<file path="src/rtl/lsb_embedder_if.sv">
`default_nettype none
// ============================================================================
// Module   : lsb_embedder_if
// Brief    : FIFO-side bus of the LSB embedder (cover, message and stego FIFOs)
// Revision : 1.0 - initial release
// ============================================================================
interface lsb_embedder_if #(
    parameter int DATA_WIDTH = 8
);
    logic                  pix_rden;
    logic [DATA_WIDTH-1:0] pix_dout;
    logic                  pix_empty;
    logic                  msg_rden;
    logic [7:0]            msg_dout;
    logic                  msg_empty;
    logic                  out_wren;
    logic [DATA_WIDTH-1:0] out_din;
    logic                  out_full;

    modport master (
        output pix_rden, msg_rden, out_wren, out_din,
        input  pix_dout, pix_empty, msg_dout, msg_empty, out_full
    );

    modport slave (
        input  pix_rden, msg_rden, out_wren, out_din,
        output pix_dout, pix_empty, msg_dout, msg_empty, out_full
    );
endinterface
`default_nettype wire

</file>
<file path="src/rtl/lsb_embedder.sv">
`default_nettype none
// ============================================================================
// Module   : lsb_embedder
// Brief    : Replaces pixel LSBs with message bits, MSB-first. Optional 16-bit
//            length header enabled by macro LSB_EMB_HDR_EN.
// Revision : 1.0 - initial release
// ============================================================================
module lsb_embedder #(
    parameter int DATA_WIDTH   = 8,
    parameter int BITS_PER_PIX = 1,
    parameter int LEN_W        = 16
) (
    input  logic             clk,
    input  logic             rst_n,
    input  logic             start,
    input  logic [LEN_W-1:0] msg_len,
    output logic             busy,
    output logic             done,
    lsb_embedder_if.master   bus
);
    localparam int c_CHUNKS = 8 / BITS_PER_PIX;
    localparam int c_CW     = 4;
    localparam int c_BW     = LEN_W + 1;
`ifdef LSB_EMB_HDR_EN
    localparam int c_HDR_BYTES = 2;
`else
    localparam int c_HDR_BYTES = 0;
`endif

    localparam logic [2:0] c_IDLE    = 3'd0;
    localparam logic [2:0] c_LD_MSG  = 3'd1;
    localparam logic [2:0] c_CAP_MSG = 3'd2;
    localparam logic [2:0] c_LD_PIX  = 3'd3;
    localparam logic [2:0] c_CAP_PIX = 3'd4;
    localparam logic [2:0] c_WR      = 3'd5;
    localparam logic [2:0] c_DONE    = 3'd6;

    logic [2:0]            r_state;
    logic [2:0]            w_next;
    logic [c_BW-1:0]       r_byte_cnt;
    logic [c_CW-1:0]       r_chunk;
    logic [7:0]            r_shreg;
    logic [DATA_WIDTH-1:0] r_out_din;
    logic [c_BW-1:0]       w_total;
    logic                  w_cur_hdr;
    logic [7:0]            w_cap_byte;
    logic                  w_pix_rden;
    logic                  w_msg_rden;
    logic                  w_out_wren;
    logic                  w_unused;

    // Byte counter holds the bytes still to embed, including the current one.
    assign w_total = {1'b0, msg_len} + c_BW'(c_HDR_BYTES);

`ifdef LSB_EMB_HDR_EN
    logic [LEN_W-1:0] r_len;
    logic [15:0]      w_hdr;
    logic [7:0]       w_hdr_byte;

    always_ff @(posedge clk or negedge rst_n) begin
        if (!rst_n) begin
            r_len <= '0;
        end else if (r_state == c_IDLE && start) begin
            r_len <= msg_len;
        end
    end

    // While more bytes remain than the payload holds, we are still in the header.
    assign w_hdr      = 16'(r_len);
    assign w_cur_hdr  = (r_byte_cnt > {1'b0, r_len});
    assign w_hdr_byte = (r_byte_cnt == ({1'b0, r_len} + c_BW'(2))) ? w_hdr[15:8] : w_hdr[7:0];
    assign w_cap_byte = w_cur_hdr ? w_hdr_byte : bus.msg_dout;
`else
    assign w_cur_hdr  = 1'b0;
    assign w_cap_byte = bus.msg_dout;
`endif

    always_ff @(posedge clk or negedge rst_n) begin
        if (!rst_n) begin
            r_state <= c_IDLE;
        end else begin
            r_state <= w_next;
        end
    end

    always_comb begin
        w_next = r_state;
        case (r_state)
            c_IDLE: begin
                if (start) begin
                    w_next = (w_total == '0) ? c_DONE : c_LD_MSG;
                end
            end
            c_LD_MSG: begin
                if (w_cur_hdr || w_msg_rden) begin
                    w_next = c_CAP_MSG;
                end
            end
            c_CAP_MSG: w_next = c_LD_PIX;
            c_LD_PIX: begin
                if (w_pix_rden) begin
                    w_next = c_CAP_PIX;
                end
            end
            c_CAP_PIX: w_next = c_WR;
            c_WR: begin
                if (w_out_wren) begin
                    if (r_chunk > c_CW'(1)) begin
                        w_next = c_LD_PIX;
                    end else if (r_byte_cnt > c_BW'(1)) begin
                        w_next = c_LD_MSG;
                    end else begin
                        w_next = c_DONE;
                    end
                end
            end
            c_DONE:  w_next = c_IDLE;
            default: w_next = c_IDLE;
        endcase
    end

    always_comb begin
        busy       = (r_state != c_IDLE);
        done       = 1'b0;
        w_pix_rden = 1'b0;
        w_msg_rden = 1'b0;
        w_out_wren = 1'b0;
        case (r_state)
            c_LD_MSG: w_msg_rden = !w_cur_hdr && !bus.msg_empty;
            c_LD_PIX: w_pix_rden = !bus.pix_empty;
            c_WR:     w_out_wren = !bus.out_full;
            c_DONE:   done       = 1'b1;
            default:  ;
        endcase
    end

    always_ff @(posedge clk or negedge rst_n) begin
        if (!rst_n) begin
            r_byte_cnt <= '0;
            r_chunk    <= '0;
            r_shreg    <= '0;
            r_out_din  <= '0;
        end else begin
            case (r_state)
                c_IDLE: begin
                    if (start) begin
                        r_byte_cnt <= w_total;
                    end
                end
                c_CAP_MSG: begin
                    r_shreg <= w_cap_byte;
                    r_chunk <= c_CW'(c_CHUNKS);
                end
                c_CAP_PIX: begin
                    r_out_din <= {bus.pix_dout[DATA_WIDTH-1:BITS_PER_PIX],
                                  r_shreg[7:8-BITS_PER_PIX]};
                end
                c_WR: begin
                    if (w_out_wren) begin
                        r_shreg <= r_shreg << BITS_PER_PIX;
                        r_chunk <= r_chunk - c_CW'(1);
                        if (r_chunk == c_CW'(1) && r_byte_cnt > c_BW'(1)) begin
                            r_byte_cnt <= r_byte_cnt - c_BW'(1);
                        end
                    end
                end
                default: ;
            endcase
        end
    end

    // The replaced cover bits are intentionally discarded.
    assign w_unused = ^bus.pix_dout[BITS_PER_PIX-1:0];

    assign bus.pix_rden = w_pix_rden;
    assign bus.msg_rden = w_msg_rden;
    assign bus.out_wren = w_out_wren;
    assign bus.out_din  = r_out_din;
endmodule
`default_nettype wire

</file>
<file path="src/flat_wrapper.sv">
// flat-port wrapper written by rule: the top's interface ports become plain ports
module lsb_embedder_flat 
#(
    parameter int DATA_WIDTH   = 8,
    parameter int BITS_PER_PIX = 1,
    parameter int LEN_W        = 16
)
  (clk, rst_n, start, msg_len, busy, done, bus_pix_rden, bus_msg_rden, bus_out_wren, bus_out_din, bus_pix_dout, bus_pix_empty, bus_msg_dout, bus_msg_empty, bus_out_full);
  lsb_embedder_if #(.DATA_WIDTH(DATA_WIDTH)) bus_i ();
  input  logic clk;
  input  logic rst_n;
  input  logic start;
  input  logic [LEN_W-1:0] msg_len;
  output logic busy;
  output logic done;
  output wire logic [$bits(bus_i.pix_rden)-1:0] bus_pix_rden;
  output wire logic [$bits(bus_i.msg_rden)-1:0] bus_msg_rden;
  output wire logic [$bits(bus_i.out_wren)-1:0] bus_out_wren;
  output wire logic [$bits(bus_i.out_din)-1:0] bus_out_din;
  input wire logic [$bits(bus_i.pix_dout)-1:0] bus_pix_dout;
  input wire logic [$bits(bus_i.pix_empty)-1:0] bus_pix_empty;
  input wire logic [$bits(bus_i.msg_dout)-1:0] bus_msg_dout;
  input wire logic [$bits(bus_i.msg_empty)-1:0] bus_msg_empty;
  input wire logic [$bits(bus_i.out_full)-1:0] bus_out_full;
  assign bus_pix_rden = bus_i.pix_rden;
  assign bus_msg_rden = bus_i.msg_rden;
  assign bus_out_wren = bus_i.out_wren;
  assign bus_out_din = bus_i.out_din;
  assign bus_i.pix_dout = bus_pix_dout;
  assign bus_i.pix_empty = bus_pix_empty;
  assign bus_i.msg_dout = bus_msg_dout;
  assign bus_i.msg_empty = bus_msg_empty;
  assign bus_i.out_full = bus_out_full;
  lsb_embedder #(.DATA_WIDTH(DATA_WIDTH), .BITS_PER_PIX(BITS_PER_PIX), .LEN_W(LEN_W)) u_core (.clk(clk), .rst_n(rst_n), .start(start), .msg_len(msg_len), .busy(busy), .done(done), .bus(bus_i));
endmodule
</file>
<file path="config.mk">
export PLATFORM = sky130hd
export DESIGN_NAME = lsb_embedder_flat
export DESIGN_NICKNAME = d
export VERILOG_FILES = /design/src/rtl/lsb_embedder_if.sv /design/src/rtl/lsb_embedder.sv /design/src/flat_wrapper.sv
export SDC_FILE = /design/constraint.sdc
export NUM_CORES = 1
export LEC_CHECK = 0
export ABC_AREA = 1
export BUFFER_PORTS_ARGS = -buffer_cell sky130_fd_sc_hd__buf_2
export CORE_ASPECT_RATIO = 0.75
export CORE_MARGIN = 2
export CORE_UTILIZATION = 47
export DETAILED_ROUTE_END_ITERATION = 8
export GPL_TIMING_DRIVEN = 1
export PLACE_DENSITY = 0.79
export SYNTH_ARGS = -nofsm -noshare
export SYNTH_HDL_FRONTEND = slang
export SYNTH_SLANG_ARGS = --single-unit
</file>
<file path="constraint.sdc">
create_clock -name clk -period 1.8 [get_ports clk]
set_clock_uncertainty 0.2 [all_clocks]
set_input_delay 0.09 -clock clk [delete_from_list [all_inputs] [get_ports clk]]
set_output_delay 0.09 -clock clk [all_outputs]
set_load 0.02 [all_outputs]
</file>
## Word-level counts from Yosys, hierarchy flattened

Index checks and enable logic that the tools add are counted.

| operators by class | value |
|---|---|
| multiplexer cells | 20 |
| magnitude comparators | 2 |
| add/subtract/negate cells | 2 |
| equality and inequality tests | 12 |
| reduce and logical (&&, ||, !) cells | 12 |

Operators by type and width:

| kind | count |
|---|---|
| $mux W17 | 3 |
| $pmux W17 S2 | 1 |
| $mux W3 | 7 |
| $pmux W3 S6 | 1 |
| $gt A17 B1 Y1 const B | 1 |
| $logic_not A17 Y1 | 1 |
| $sub A17 B1 Y17 const B | 1 |
| $pmux W8 S2 | 1 |
| $eq A3 B3 Y1 const B | 3 |
| $mux W8 | 1 |
| $ne A2 B2 Y1 const B | 4 |
| $pmux W4 S2 | 1 |
| $reduce_and A4 Y1 | 2 |
| $eq A3 B2 Y1 const B | 2 |
| $eq A4 B1 Y1 const B | 1 |
| $gt A4 B1 Y1 const B | 1 |
| $mux W1 | 4 |
| $mux W4 | 1 |
| $reduce_bool A2 Y1 | 2 |
| $sub A4 B1 Y4 const B | 1 |
| $eq A3 B1 Y1 const B | 1 |
| $logic_not A1 Y1 | 3 |
| $logic_not A3 Y1 | 1 |
| $reduce_bool A3 Y1 | 1 |
| 3 further kinds | 3 |

| word-level totals | value |
|---|---|
| bits of input ports | 38 |
| register bits | 40 |
| output and inout bits | 13 |

## Depth between registers and ports, before layout

| logic depth | value |
|---|---|
| depth in word-level cells | 5 |
| depth in mapped cells | 12 |
| mapped depth without buffers | 11 |

## Least setup slack after synthesis

Ideal clock, no wire load.

| path | value |
|---|---|
| path type | reg-to-reg |
| start point | register u_core.r_state[1] |
| end point | register u_core.r_byte_cnt[0] |
| cell stages (with the launch flop) | 12 |
| setup time | 0.118 ns |
| slack | 0.099 ns |
| data arrival time | 1.383 ns |
| buffers on the path | 1 |
| period minus slack after synthesis | 1.701 ns |
| required time | 1.482 ns |
| path through | dfrtp_1 nor2_2 nand2_2 inv_2 nand2_1 nand3_1 nor2_4 nand2_4 nand2_4 buf_8 nand2_1 nand2_1 |

| between the ends | value |
|---|---|
| cells in the longest elaborated chain, start to end | 4 |
| elaborated cells between the ends (all ways) | 9 |
| classes of those cells | eq/ne: 4; mux: 2; reduce/logical: 3 |

RTL lines:

| what | line | text |
|---|---|---|
| start: declaration | lsb_embedder.sv:38 | `logic [2:0] r_state;` |
| start signal: assignment | lsb_embedder.sv:80 | `r_state <= c_IDLE;` |
| start signal: assignment | lsb_embedder.sv:82 | `r_state <= w_next;` |
| $eq A3 B3 Y1 | lsb_embedder.sv:128, lsb_embedder.sv:144 |  |
| $mux W1 | lsb_embedder.sv:128 | `case (r_state)` |
| $ne A2 B2 Y1 (no line) | - |  |
| $reduce_and A4 Y1 (no line) | - |  |
| end signal: assignment | lsb_embedder.sv:147 | `r_byte_cnt <= w_total;` |
| end signal: assignment | lsb_embedder.sv:163 | `r_byte_cnt <= r_byte_cnt - c_BW'(1);` |
| end: declaration | lsb_embedder.sv:40 | `logic [c_BW-1:0] r_byte_cnt;` |

Parallel ways exist; a longest one is shown, timed or not.
A chain may end at the register's enable or synchronous reset.

## Worst setup path in the final report

| path | value |
|---|---|
| start point | register u_core.r_byte_cnt[2] |
| end point | register u_core.r_byte_cnt[16] |

| between the ends | value |
|---|---|
| cells in the longest elaborated chain, start to end | 4 |
| elaborated cells between the ends (all ways) | 8 |
| classes of those cells | add/sub: 1; order compare: 1; eq/ne: 1; mux: 3; reduce/logical: 2 |

RTL lines:

| what | line | text |
|---|---|---|
| $sub A17 B1 Y17 / $gt A17 B1 Y1 (equally long branches) | lsb_embedder.sv:163, lsb_embedder.sv:162 |  |
| $mux W17 / $logic_and A1 B1 Y1 (equally long branches) | lsb_embedder.sv:162 | `if (r_chunk == c_CW'(1) && r_byte_cnt > c_BW'(1)) begin` |
| $mux W17 / $ne A2 B1 Y1 (equally long branches) | - |  |
| $pmux W17 S2 / $reduce_and A4 Y1 (equally long branches) | - |  |

Parallel ways exist; a longest one is shown, timed or not. The select of a mux whose other input is x is not followed.

==> results.cfg <==
[global_routing]
antenna_found_initial = 0
overflow = 0
grt_pass1_wl_um = 10800
track_usage = 0.231
grt_max_degree = 25
first_global_vias = 2379

[place]
globalplace.congestion = 0.866
io_buffer_count = 49
hpwl_um = 4610

[logic_synthesis]
synth_cell_types = 30
yosys-top-cells-area = dfrtp_1, nand2_1, nor2_1
synth_flop_cell = dfrtp_1
yosysMostFrequentCell = nand2_1
yosysTopAreaCell = dfrtp_1
yosysSeqAreaShare = 0.388
syn_area_per_cell_um2 = 6.91
synth_edf_count = 0
syn_nets = 416
synth.top_cell.area_share = 0.388
yosysWarnings = 0
ys_seq_elements = 40
synth_common_cells = nand2_1, nor2_1, dfrtp_1, inv_1, nand3_1
netlist_area_mm2 = 0.00258
synthArstFlopShare = 1.00
synthCells = 374

[setup_path]
cp-start-kind = flip-flop
crit_arrival_ns = 1.85
cp_slowest_cell = dfrtp_1
crit_buf_inv = 1
slowest_delay_ns = 0.45
crit_fanout = 8
end_kind = flip-flop
required_ns = 1.80
path_delay_family = simple AND/OR/NAND/NOR gates
critPathKind = flip-flop to flip-flop
path_cells = nor2_2 -> nand3_2 -> nor2_4 -> nand2_2 -> nand2_2 -> inv_2 -> nand2_8 -> nand2_4 -> nand2_1 -> nand2_1

[cells_and_area]
syn_to_final_growth_pct = 43.3
n_fill_cell = 406
antenna_cells = 0
final_util = 0.695
drive_gt1_frac = 0.287
nets = 526

[clock_tree]
clk_latency_ns = 0.30
cts_tree = done
htree_levels = 2
clock_path_buffers = 2
cts.reportedPaths.clkPinSlew_ns = 0.08
cts.sinks = 40
root_buffer = clkbuf_8
cts_made_buffers = 5

[min_path]
hold_class = primary input to asynchronous set/reset pin

[route]
ant_nets = 0
drt_iter0_markers = 235
drt_first_pass_iters = 5
wl_um = 7460
wl_met1_um = 3320
drc = 0
wl_met3_um = 570
num_vias = 2824
top_layer = met4
via_per_inst = 5.05
wl_met2_um = 3430
wire_per_inst_um = 13.4

[sta]
setup_violations = 17
worst_pin_slew_ns = 0.450
whs_ns = 0.0576
rsz0062_at_grt = true
fmax_ghz = 0.540
fin_crit_sh = 1.03
slew_violations = 0
setup_ws_ns = -0.0513
finalHoldViolCount = 0
layout_min_cycle_time_ns = 1.85
max_slew_margin = 0.700

[power_and_ir_drop]
ir_drop_uv = 602
total_power_w = 0.00568
combinationalPowerShare = 0.541
p_per_area_mw_per_mm2 = 1540
switchingPower_w = 0.00254
intPower_w = 0.00314
p_clk_frac = 0.155
p_seq_frac = 0.304
p_leak_nw = 1.91
switching_share = 0.448

[die]
initial_core_util = 0.485
die_area_mm2 = 0.00611
core_mm2 = 0.00532
die-width_um = 89.6
die_h_um = 68.2
ios = 51
placement_rows = 23

[job]
drv_cap = 0

[run_status]
run_status = finished with violations
violations = setup timing
[power by group through the flow]
| stage | Sequential [W] | Combinational, W | Clock (W) |
|---|---|---|---|
| 4_1_cts | 0.00166 | 0.00271 | 0.000880 |
| 3_3_place_gp | 0.00165 | 0.00254 | 0 |
| 2_1_floorplan | 0.00171 | 0.00178 | 0 |
| 6_report | 0.00173 | 0.00307 | 0.000882 |
| 5_1_grt | 0.00178 | 0.00343 | 0.000912 |
| 3_5_place_dp | 0.00167 | 0.00264 | 0 |
[area by class of cell]
type                            count  area, um2  share of cell area
Clock inverter                      2       60.1              0.0162
Multi-Input combinational cell    284       1470               0.397
Tap cell                           75       93.8              0.0254
Clock buffer                        5       68.8              0.0186
Sequential cell                    40       1010               0.273
Timing Repair Buffer              111        843               0.228
Inverter                           42        158              0.0426
[placed cells by master (no fill, tap or decap), types with 6 or more instances in the layout]
cell type	Yosys	layout
nand3_1	35	32
dfrtp_2	0	6
nor2_1	47	34
nand2_2	5	6
mux2_2	7	7
o211ai_1	7	7
inv_2	5	7
buf_2	4	49
dfrtp_1	40	34
inv_1	37	35
nand2_1	129	128
nor2_2	1	13
o21ai_0	21	21
dlygate4sd3_1	0	35
buf_4	1	23
[stage by stage]
stage	TNS, ns	std cells	setup WS (ns)	instance area [um2]
after floorplan	0	374	0.0995	2580
after global placement	0	509	0.0650	3030
after detailed placement	0	509	0.0378	3030
after CTS	0	551	0.00298	3510
after global routing	-2.12	559	-0.137	3700
final	-0.503	559	-0.0513	3700
[path summary, 6_finish.rpt]
| check | to | from | cells past startpoint | slack, ns |
|---|---|---|---|---|
| min in group clk | u_core.r_byte_cnt[1] | start | 5 | 0.11 |
| hold reg to reg | u_core.bus.out_din[0] | u_core.bus.out_din[0] | 2 | 0.29 |
| hold / removal | u_core.r_byte_cnt[7] | rst_n | 2 | 0.06 |
| setup / recovery | u_core.r_byte_cnt[16] | u_core.r_byte_cnt[2] | 10 | -0.05 |
| setup reg to reg | u_core.r_byte_cnt[16] | u_core.r_byte_cnt[2] | 10 | -0.05 |
| max in group asynchronous | u_core.r_byte_cnt[3] | rst_n | 3 | 0.86 |
[worst register-to-register path, cell delays in order (launching register included)]
cell and delay [ns]:
dfrtp_1 0.45, nor2_2 0.19, nand3_2 0.17, nor2_4 0.14, nand2_2 0.07, nand2_2 0.10, inv_2 0.06, nand2_8 0.11
nand2_4 0.12, nand2_1 0.10, nand2_1 0.05
[flip-flops by register name (all words and copies together) (netlist names)]
register and cells:
u_core.r_shreg 8, u_core.r_state 3, u_core.r_byte_cnt 17, u_core.bus.out_din 8, u_core.r_chunk 4
[timing repair]
action | in CTS | in global routing
hold buffers | 35 | 0
endpoints found under the hold margin | 74 | 0
gates resized for setup | 0 | 35
buffers inserted | 0 | 6
endpoints found under the setup margin | 0 | 18
[kinds of logic (layout without fill, tap and decap cells)]
kind of cell,after synthesis,in the layout,share of synthesized area
AO/OA/AOI/OAI,35,35,0.0780
flip-flops,40,40,0.388
AND/OR/NAND/NOR,234,235,0.392
buffers and inverters,51,160,0.0819
adder cells (fa/ha/maj),4,4,0.0194
multiplexers,7,7,0.0305
XOR/XNOR,3,3,0.0102
[layer usage]
metal / up-vias / track usage
met5: - / 0
met4: 0 / 0.0709
met3: 15 / 0.0374
met2: 132 / 0.363
met1: 1277 / 0.329
li1: 1400 / -
Note: power is estimated with default switching activity, not from simulation.
